$ cat config.mk
export PLATFORM = sky130hd
export DESIGN_NAME = io_uart_port
export DESIGN_NICKNAME = d
export VERILOG_FILES = /design/src/rtl/io_uart_port.sv
export SDC_FILE = /design/constraint.sdc
export NUM_CORES = 1
export LEC_CHECK = 0
export ABC_AREA = 1
export BUFFER_PORTS_ARGS = -buffer_cell sky130_fd_sc_hd__buf_2
export CORE_UTILIZATION = 45
export DETAILED_ROUTE_END_ITERATION = 10
export PLACE_DENSITY_LB_ADDON = 0.15
export RECOVER_POWER = 100
export SLEW_MARGIN = 20
export SYNTH_ARGS = -nofsm -noshare
export SYNTH_HDL_FRONTEND = slang
export SYNTH_SLANG_ARGS = --single-unit
$ cat constraint.sdc
create_clock -name clk -period 2.8 [get_ports clk]
set_input_delay 0.56 -clock clk [delete_from_list [all_inputs] [get_ports clk]]
set_output_delay 0.56 -clock clk [all_outputs]
set_load 0.05 [all_outputs]
$ cat src/rtl/io_uart_port.sv
// rtl/io_uart_port.sv - IO-port responder with TX/RX FIFOs between the processor IO bus and rs232_uart
// Decodes DATA, STATUS, RX_COUNT and CTRL at BASE_PORT..BASE_PORT+3.
module io_uart_port #(
  parameter logic [7:0] BASE_PORT     = 8'h01,
  parameter int         TX_DEPTH_LOG2 = 4,
  parameter int         RX_DEPTH_LOG2 = 4
) (
  input  logic       clk,
  input  logic       reset,
  input  logic [7:0] IO_port_ID,
  input  logic [7:0] IO_write_data,
  input  logic       IO_write_strobe,
  input  logic       IO_read_strobe,
  output logic [7:0] IO_read_data,
  output logic [7:0] uart_tx_data,
  output logic       uart_write_tx,
  input  logic       uart_tx_buffer_full,
  input  logic [7:0] uart_rx_data,
  input  logic       uart_rx_data_present,
  output logic       uart_read_rx_ack
);

  localparam int TX_DEPTH = 1 << TX_DEPTH_LOG2;
  localparam int RX_DEPTH = 1 << RX_DEPTH_LOG2;
  localparam logic [TX_DEPTH_LOG2:0] TX_FULL_CNT = {1'b1, {TX_DEPTH_LOG2{1'b0}}};
  localparam logic [RX_DEPTH_LOG2:0] RX_FULL_CNT = {1'b1, {RX_DEPTH_LOG2{1'b0}}};

  localparam logic [0:0] TX_IDLE = 1'b0;
  localparam logic [0:0] TX_GAP  = 1'b1;
  localparam logic [0:0] RX_IDLE    = 1'b0;
  localparam logic [0:0] RX_ACKWAIT = 1'b1;

  logic [7:0] tx_mem [TX_DEPTH];
  logic [7:0] rx_mem [RX_DEPTH];
  logic [TX_DEPTH_LOG2-1:0] tx_wptr, tx_rptr;
  logic [RX_DEPTH_LOG2-1:0] rx_wptr, rx_rptr;
  logic [TX_DEPTH_LOG2:0]   tx_count;
  logic [RX_DEPTH_LOG2:0]   rx_count;
  logic [0:0] tx_state, rx_state;
  logic       rx_underflow, tx_overflow;

  logic [7:0] offset;
  logic in_range, sel_data, sel_status, sel_count, sel_ctrl;
  logic wr_data, rd_data, ctrl_wr, tx_flush, rx_flush, clr_sticky;
  logic tx_full, tx_empty, rx_full, rx_empty;
  logic tx_push, tx_pop, tx_ovf_evt, rx_fill, rx_pop, rx_unf_evt;
  logic [7:0] status;

  assign offset     = IO_port_ID - BASE_PORT;
  assign in_range   = offset < 8'd4;
  assign sel_data   = in_range && offset[1:0] == 2'd0;
  assign sel_status = in_range && offset[1:0] == 2'd1;
  assign sel_count  = in_range && offset[1:0] == 2'd2;
  assign sel_ctrl   = in_range && offset[1:0] == 2'd3;

  assign wr_data    = IO_write_strobe && sel_data;
  assign rd_data    = IO_read_strobe && sel_data;
  assign ctrl_wr    = IO_write_strobe && sel_ctrl;
  assign clr_sticky = ctrl_wr && IO_write_data[0];
  assign rx_flush   = ctrl_wr && IO_write_data[1];
  assign tx_flush   = ctrl_wr && IO_write_data[2];

  assign tx_full  = tx_count == TX_FULL_CNT;
  assign tx_empty = tx_count == '0;
  assign rx_full  = rx_count == RX_FULL_CNT;
  assign rx_empty = rx_count == '0;

  // Flush outranks every push and pop in the same cycle.
  assign tx_push    = wr_data && !tx_full && !tx_flush;
  assign tx_ovf_evt = wr_data && tx_full;
  assign tx_pop     = tx_state == TX_IDLE && !tx_empty && !uart_tx_buffer_full && !tx_flush;
  assign rx_fill    = rx_state == RX_IDLE && uart_rx_data_present && !rx_full && !rx_flush;
  assign rx_pop     = rd_data && !rx_empty && !rx_flush;
  assign rx_unf_evt = rd_data && rx_empty;

  assign status = {3'b000, tx_empty, tx_overflow, rx_underflow, tx_full, !rx_empty};

  always_comb begin
    IO_read_data = 8'h00;
    if (IO_read_strobe) begin
      if (sel_data && !rx_empty) IO_read_data = rx_mem[rx_rptr];
      else if (sel_status)       IO_read_data = status;
      else if (sel_count)        IO_read_data = 8'(rx_count);
    end
  end

  always_ff @(posedge clk) begin
    if (tx_push) tx_mem[tx_wptr] <= IO_write_data;
    if (rx_fill) rx_mem[rx_wptr] <= uart_rx_data;
  end

  always_ff @(posedge clk) begin
    if (!reset) begin
      tx_wptr       <= '0;
      tx_rptr       <= '0;
      tx_count      <= '0;
      tx_state      <= TX_IDLE;
      uart_write_tx <= 1'b0;
      uart_tx_data  <= 8'h00;
    end else begin
      uart_write_tx <= tx_pop;
      if (tx_pop) uart_tx_data <= tx_mem[tx_rptr];
      tx_state <= (tx_state == TX_IDLE && tx_pop) ? TX_GAP : TX_IDLE;
      if (tx_flush) begin
        tx_wptr  <= '0;
        tx_rptr  <= '0;
        tx_count <= '0;
      end else begin
        if (tx_push) tx_wptr <= tx_wptr + 1'b1;
        if (tx_pop)  tx_rptr <= tx_rptr + 1'b1;
        tx_count <= tx_count + {{TX_DEPTH_LOG2{1'b0}}, tx_push} - {{TX_DEPTH_LOG2{1'b0}}, tx_pop};
      end
    end
  end

  // The ack trails the push by one cycle; ACKWAIT covers the UART dropping its present flag.
  always_ff @(posedge clk) begin
    if (!reset) begin
      rx_wptr          <= '0;
      rx_rptr          <= '0;
      rx_count         <= '0;
      rx_state         <= RX_IDLE;
      uart_read_rx_ack <= 1'b0;
    end else begin
      uart_read_rx_ack <= rx_fill;
      rx_state <= (rx_state == RX_IDLE && rx_fill) ? RX_ACKWAIT : RX_IDLE;
      if (rx_flush) begin
        rx_wptr  <= '0;
        rx_rptr  <= '0;
        rx_count <= '0;
      end else begin
        if (rx_fill) rx_wptr <= rx_wptr + 1'b1;
        if (rx_pop)  rx_rptr <= rx_rptr + 1'b1;
        rx_count <= rx_count + {{RX_DEPTH_LOG2{1'b0}}, rx_fill} - {{RX_DEPTH_LOG2{1'b0}}, rx_pop};
      end
    end
  end

  always_ff @(posedge clk) begin
    if (!reset) begin
      rx_underflow <= 1'b0;
      tx_overflow  <= 1'b0;
    end else begin
      rx_underflow <= (rx_underflow && !clr_sticky) || rx_unf_evt;
      tx_overflow  <= (tx_overflow && !clr_sticky) || tx_ovf_evt;
    end
  end

endmodule

# Yosys cells after proc, flatten, opt, wreduce, memory -nomap -nowiden
# Memory sizes are Yosys's and may differ from the RTL's. A register that Yosys moved wholly into a read port is not among the register bits.
# Cells that the tools add are included.
# classes
n_addsub	9
n_lt_le_gt_ge	1
n_eq_ne	5
mux	12
bitwise	3
reduce_logical	43
# ops
cell	n
$logic_and 1x1->1	27
$add 4x1->4 const B	4
$mux 8	2
$add 5x1->5	2
$eq 5x5->1 const B	2
$logic_not 5->1	2
$mux 5	2
$sub 5x1->5	2
$logic_not 1->1	9
$lt 8x3->1 const B	1
$mux 4	2
$sub 8x1->8 const B	1
$mux 1	6
$eq 2x2->1 const B	2
$reduce_or 2->1	2
$not 1->1	3
$eq 2x1->1 const B	1
$logic_not 2->1	1
$logic_or 1x1->1	2
# totals
regBits	32
mem_bits_rw	256
in_bits	30
output_inout_bits	18
word_cells	87
n_memories	2
# memory_table
memory	depth	width	read_ports	rd_ports_with_merged_regs	wr	line_no	rtl
rx_mem	16	8	1	1	1	34	logic [7:0] rx_mem [RX_DEPTH];
tx_mem	16	8	1	1	1	33	logic [7:0] tx_mem [TX_DEPTH];

# Logic depth before layout (Yosys ltp)
# logic_depth
word_depth	9
mapped_depth	19
depth_no_buf	18

# Worst setup path before layout
# Ideal clock, no wire load.
# synth_timing
path_kind	input to register
start	in IO_port_ID[3]
end	reg tx_count[4]
setup_ns	0.117
arrival_ns	2.631
required_ns	2.683
setup_slack_ns	0.052
cell_stages	18
path_buffers	0
cell_sequence	nor2_2 nand2_1 nor2_4 nand2_2 nor2_8 nand3_4 ha_1 inv_1 ha_1 inv_1 fa_1 inv_1 a21oi_1 nor2_1 nor2_1 xor2_1 inv_1 nor2_1
# synth_via
elab_chain_cells	9
elab_cells_between_ends	14
classes_between	3 x add/sub; 1 x order compare; 10 x reduce/logical
# synth_rtl
element	line_no	rtl
start: declaration	10	input logic [7:0] IO_port_ID,
$sub 8x1->8 *	49	assign offset = IO_port_ID - BASE_PORT;
$lt 8x3->1 *	50	assign in_range = offset < 8'd4;
$logic_and 1x1->1	54	assign sel_ctrl = in_range && offset[1:0] == 2'd3;
$logic_and 1x1->1	58	assign ctrl_wr = IO_write_strobe && sel_ctrl;
$logic_and 1x1->1	61	assign tx_flush = ctrl_wr && IO_write_data[2];
$logic_not 1->1	69, 71	
$logic_and 1x1->1	69	assign tx_push = wr_data && !tx_full && !tx_flush;
$add 5x1->5	111	tx_count <= tx_count + {{TX_DEPTH_LOG2{1'b0}}, tx_push} - {{TX_DEPTH_LOG2{1'b0}}, tx_pop};
$sub 5x1->5	111	
end signal: assignment	111	
end: declaration	37	logic [TX_DEPTH_LOG2:0] tx_count;
# Every way passes the cells marked *; elsewhere a longest branch is shown, timed or not.
# A chain may end at the register's enable or synchronous reset.

==> reports/qor.json <==
{
  "critical_path.max_stage_delay_ps": 390,
  "layout_common_cells": "edfxtp_1 (256), nand2_1 (247), nor2_1 (188), nand3_1 (173), clkbuf_1 (65)",
  "mostFrequentLayoutCell": "edfxtp_1",
  "clock_latency_ps": 500,
  "place_inst": 1634,
  "path_clk_slew_ps": 60,
  "synth.ff_latch_count": 300,
  "placer_congestion": 0.807,
  "yosysTopAreaCellShare_pct": 60.1,
  "buffer_ports.inserted": 47,
  "worst_hold_path_type": "in -> reg",
  "layout-drive-gt1-share_pct": 9.31,
  "setup-violations-final": 0,
  "initialDrtViolationCount": 575,
  "h-tree-depth": 2,
  "critical_path.endpoint_type": "output port",
  "critical_path_class": "reg -> out",
  "post_synth_num_cell_types": 35,
  "drt_wl_total_um": 29100,
  "antennaDiodeCount": 0,
  "drt-wirelength-per-cell_um": 17.1,
  "grt_start_max_net_pins": 68,
  "rr_startpoint": "rx_count[2]$_SDFF_PP0_",
  "final.hold.worst_slack_ps": 443,
  "dp.final_hpwl_um": 18000,
  "io_pins": 48,
  "worstRegToRegCells": 15,
  "grt_use_total_pct": 20.3,
  "globalRouteOverflowTotal": 0,
  "crit_path_start_kind": "flop",
  "min-delay-start": "IO_read_strobe",
  "final_antenna_net_count": 0,
  "power_per_cell_area_mw_per_mm2": 775,
  "vias_per_cell": 5.05,
  "floorplan.die.height_um": 171,
  "worstPathCellList": "buf_4, nand3_1, nand3_1, nand2_1, nand2_1, nand3_1, nand2_1, nor2_1, buf_4",
  "dominant_cells_by_area_after_synthesis": "edfxtp_1 (60%), nand2_1 (7.1%), dfxtp_1 (6.9%)",
  "post-place-ws_ps": -24.4,
  "fill_cells": 2478,
  "final-instance-count-excl-fill": 1699,
  "worst_hold_path.num_cells": 3,
  "final_sum_of_negative_setup_slack_ps": 0,
  "die_width_um": 171,
  "ys.warnings.count": 0,
  "maxcap_viol_count": 0,
  "timing.final.crit_share_pct": 95.3,
  "final_hold_viol_count": 0,
  "routed-wl-met2_um": 14700,
  "core_region_area_mm2": 0.0279,
  "maxSlewViolCount": 0,
  "grt_pass1_vias": 8221,
  "outcome": "finished clean",
  "clk_root_buffer_cell": "clkbuf_16",
  "cellLeakagePower_nw": 5.44,
  "remaining_drc_errors": 0,
  "floorplan.initialDensity_pct": 45.9,
  "fin_ws_ps": 132,
  "cts_buffers": 34,
  "syn-num-nets": 1259,
  "worst_ep_required_time_ps": 2240,
  "ctsLongestPathBuffers": 3,
  "peakVddDrop_mv": 0.507,
  "maxSlewHeadroom_pct": 40.4,
  "die_area_mm2": 0.0291,
  "worstMarginPinSlew_ps": 895,
  "cp_data_arrival_time_ps": 2110,
  "grt_setup_unrepaired": "no",
  "syn-cell-area_mm2": 0.0128,
  "maxClockFrequency_mhz": 375,
  "cts_tree": "done",
  "critical_path_peak_fanout": 29,
  "wirelength_met1_um": 12400,
  "num_vias": 8586,
  "final_nets": 1349,
  "yosysTopAreaCell": "edfxtp_1",
  "timing.reg2reg.setup_slack_ps": 220,
  "timing.critical_path.slowest_stage_cell": "buf_4",
  "cts_num_sinks": 300,
  "num_rows": 61,
  "worst_hold_path_endpoint": "rx_underflow$_SDFF_PN0_",
  "yosysSeqAreaShare_pct": 67.0,
  "reg2reg_to": "rx_count[4]$_SDFF_PP0_",
  "cell_count_after_synthesis": 1205,
  "antenna_found_initial": 0,
  "syn-mean-instance-area_um2": 10.6,
  "grt_pass1_wl_um": 44800,
  "number_of_search_and_repair_iterations_in_the_first_detailed_routing_pass": 5,
  "dr.max_layer_used": "met4",
  "area_growth_syn_to_layout_pct": 15.6,
  "hold_buffers": 0,
  "wl_met3_um": 1360,
  "fin_skew_ps": 18.9,
  "shortest_clock_period_the_worst_path_allows_after_layout_ps": 2670
}
## kinds of logic after synthesis
family | Yosys count | synth area share, %
AND/OR/NAND/NOR | 633 | 21.3
flip-flops | 300 | 67.0
buffers and inverters | 130 | 4.25
AO/OA/AOI/OAI | 109 | 4.43
adder cells (fa/ha/maj) | 24 | 2.47
XOR/XNOR | 9 | 0.616
## cells in the mapped netlist
library cell and instances:
inv_2 5, clkinv_2 1, buf_2 25, nand3b_2 1, nand3b_1 1, dfxtp_1 44, xor2_1 7, a21oi_1 42
o21ai_1 1, clkbuf_1 21, nand3_2 2, nor3b_1 1, buf_4 2, nor3_1 2, or2_2 3, nand3_4 1
nand4_1 6, nand2_2 6, buf_6 2, xnor2_1 2, fa_1 2, o21ai_0 60, ha_1 22, buf_1 5
nand3_1 172, nor2_1 186, inv_1 64, nor2_2 6, clkinv_1 5, nand2_1 243, edfxtp_1 256, nor2_8 1
nor2_4 2, o2111ai_1 5, o21bai_1 1
## stage by stage
stage / utilization (%) / total power [mW] / instance area [um^2]
2_1_floorplan: - / 6.65 / 12800
3_3_place_gp: 49.2 / 7.23 / 13700
3_5_place_dp: 49.2 / 7.24 / 13700
4_1_cts: 53.2 / 11.6 / 14800
5_1_grt: 53.1 / 12.0 / 14800
6_report: 53.1 / 11.5 / 14800
## state kept, by name, indices dropped and copies added (netlist names), named ones only
signal	cells
rx_mem	128
uart_tx_data	8
rx_state	1
tx_state	1
tx_wptr	4
tx_rptr	4
rx_rptr	4
rx_wptr	4
rx_underflow	1
rx_count	5
tx_overflow	1
tx_mem	128
uart_write_tx	1
uart_read_rx_ack	1
tx_count	5
## critical path, delay by kind of cell (launching register included)
kind / cells / cell delay [ps]
simple gates: 7 / 690
buf+inv: 2 / 570
flops: 1 / 340
## layer usage
layer	track usage, %	vias to the layer above
li1	-	4300
met2	35.6	195
met1	25.5	4045
met3	3.08	46
met4	6.78	0
met5	0	-
## worst max-delay path by stage
stage                                 from                      to  slack [ps]  cells past startpoint
finish                                flop         IO_read_data[4]         130                      9
global route        rx_count[2]$_SDFF_PP0_         IO_read_data[7]           2                     11
CTS                                   flop         IO_read_data[0]          40                     11
detailed placement           IO_port_ID[3]  tx_count[4]$_SDFF_PP0_         -20                     19
global placement             IO_port_ID[3]  tx_count[4]$_SDFF_PP0_          -1                     19
floorplan                    IO_port_ID[3]  tx_count[4]$_SDFF_PP0_          50                     18
## what timing repair did
item                                    in CTS  in global routing
endpoints found under the setup margin       5                  9
pin swaps                                    0                  1
gates resized for setup                      3                 26
setup buffers                                0                  1
cloned                                       0                  2
hold endpoints to repair                     0                  0
## power by group
| part | internal, mW | total, mW | switching, mW | leakage [nW] |
|---|---|---|---|---|
| Combinational | 0.618 | 2.01 | 1.39 | 2.24 |
| Sequential | 5.02 | 5.11 | 0.0918 | 2.67 |
| Clock | 2.65 | 4.34 | 1.70 | 0.540 |
| Total | 8.29 | 11.5 | 3.18 | 5.44 |
## area by class of cell
type / count / area, um^2 / area share, %
Timing Repair Buffer: 109 / 674 / 4.56
Clock inverter: 16 / 129 / 0.872
Tap cell: 378 / 473 / 3.20
Inverter: 75 / 294 / 1.99
Multi-Input combinational cell: 775 / 3660 / 24.7
Sequential cell: 300 / 8570 / 58.0
Clock buffer: 46 / 981 / 6.64
Note: power is estimated with default switching activity, not from simulation.
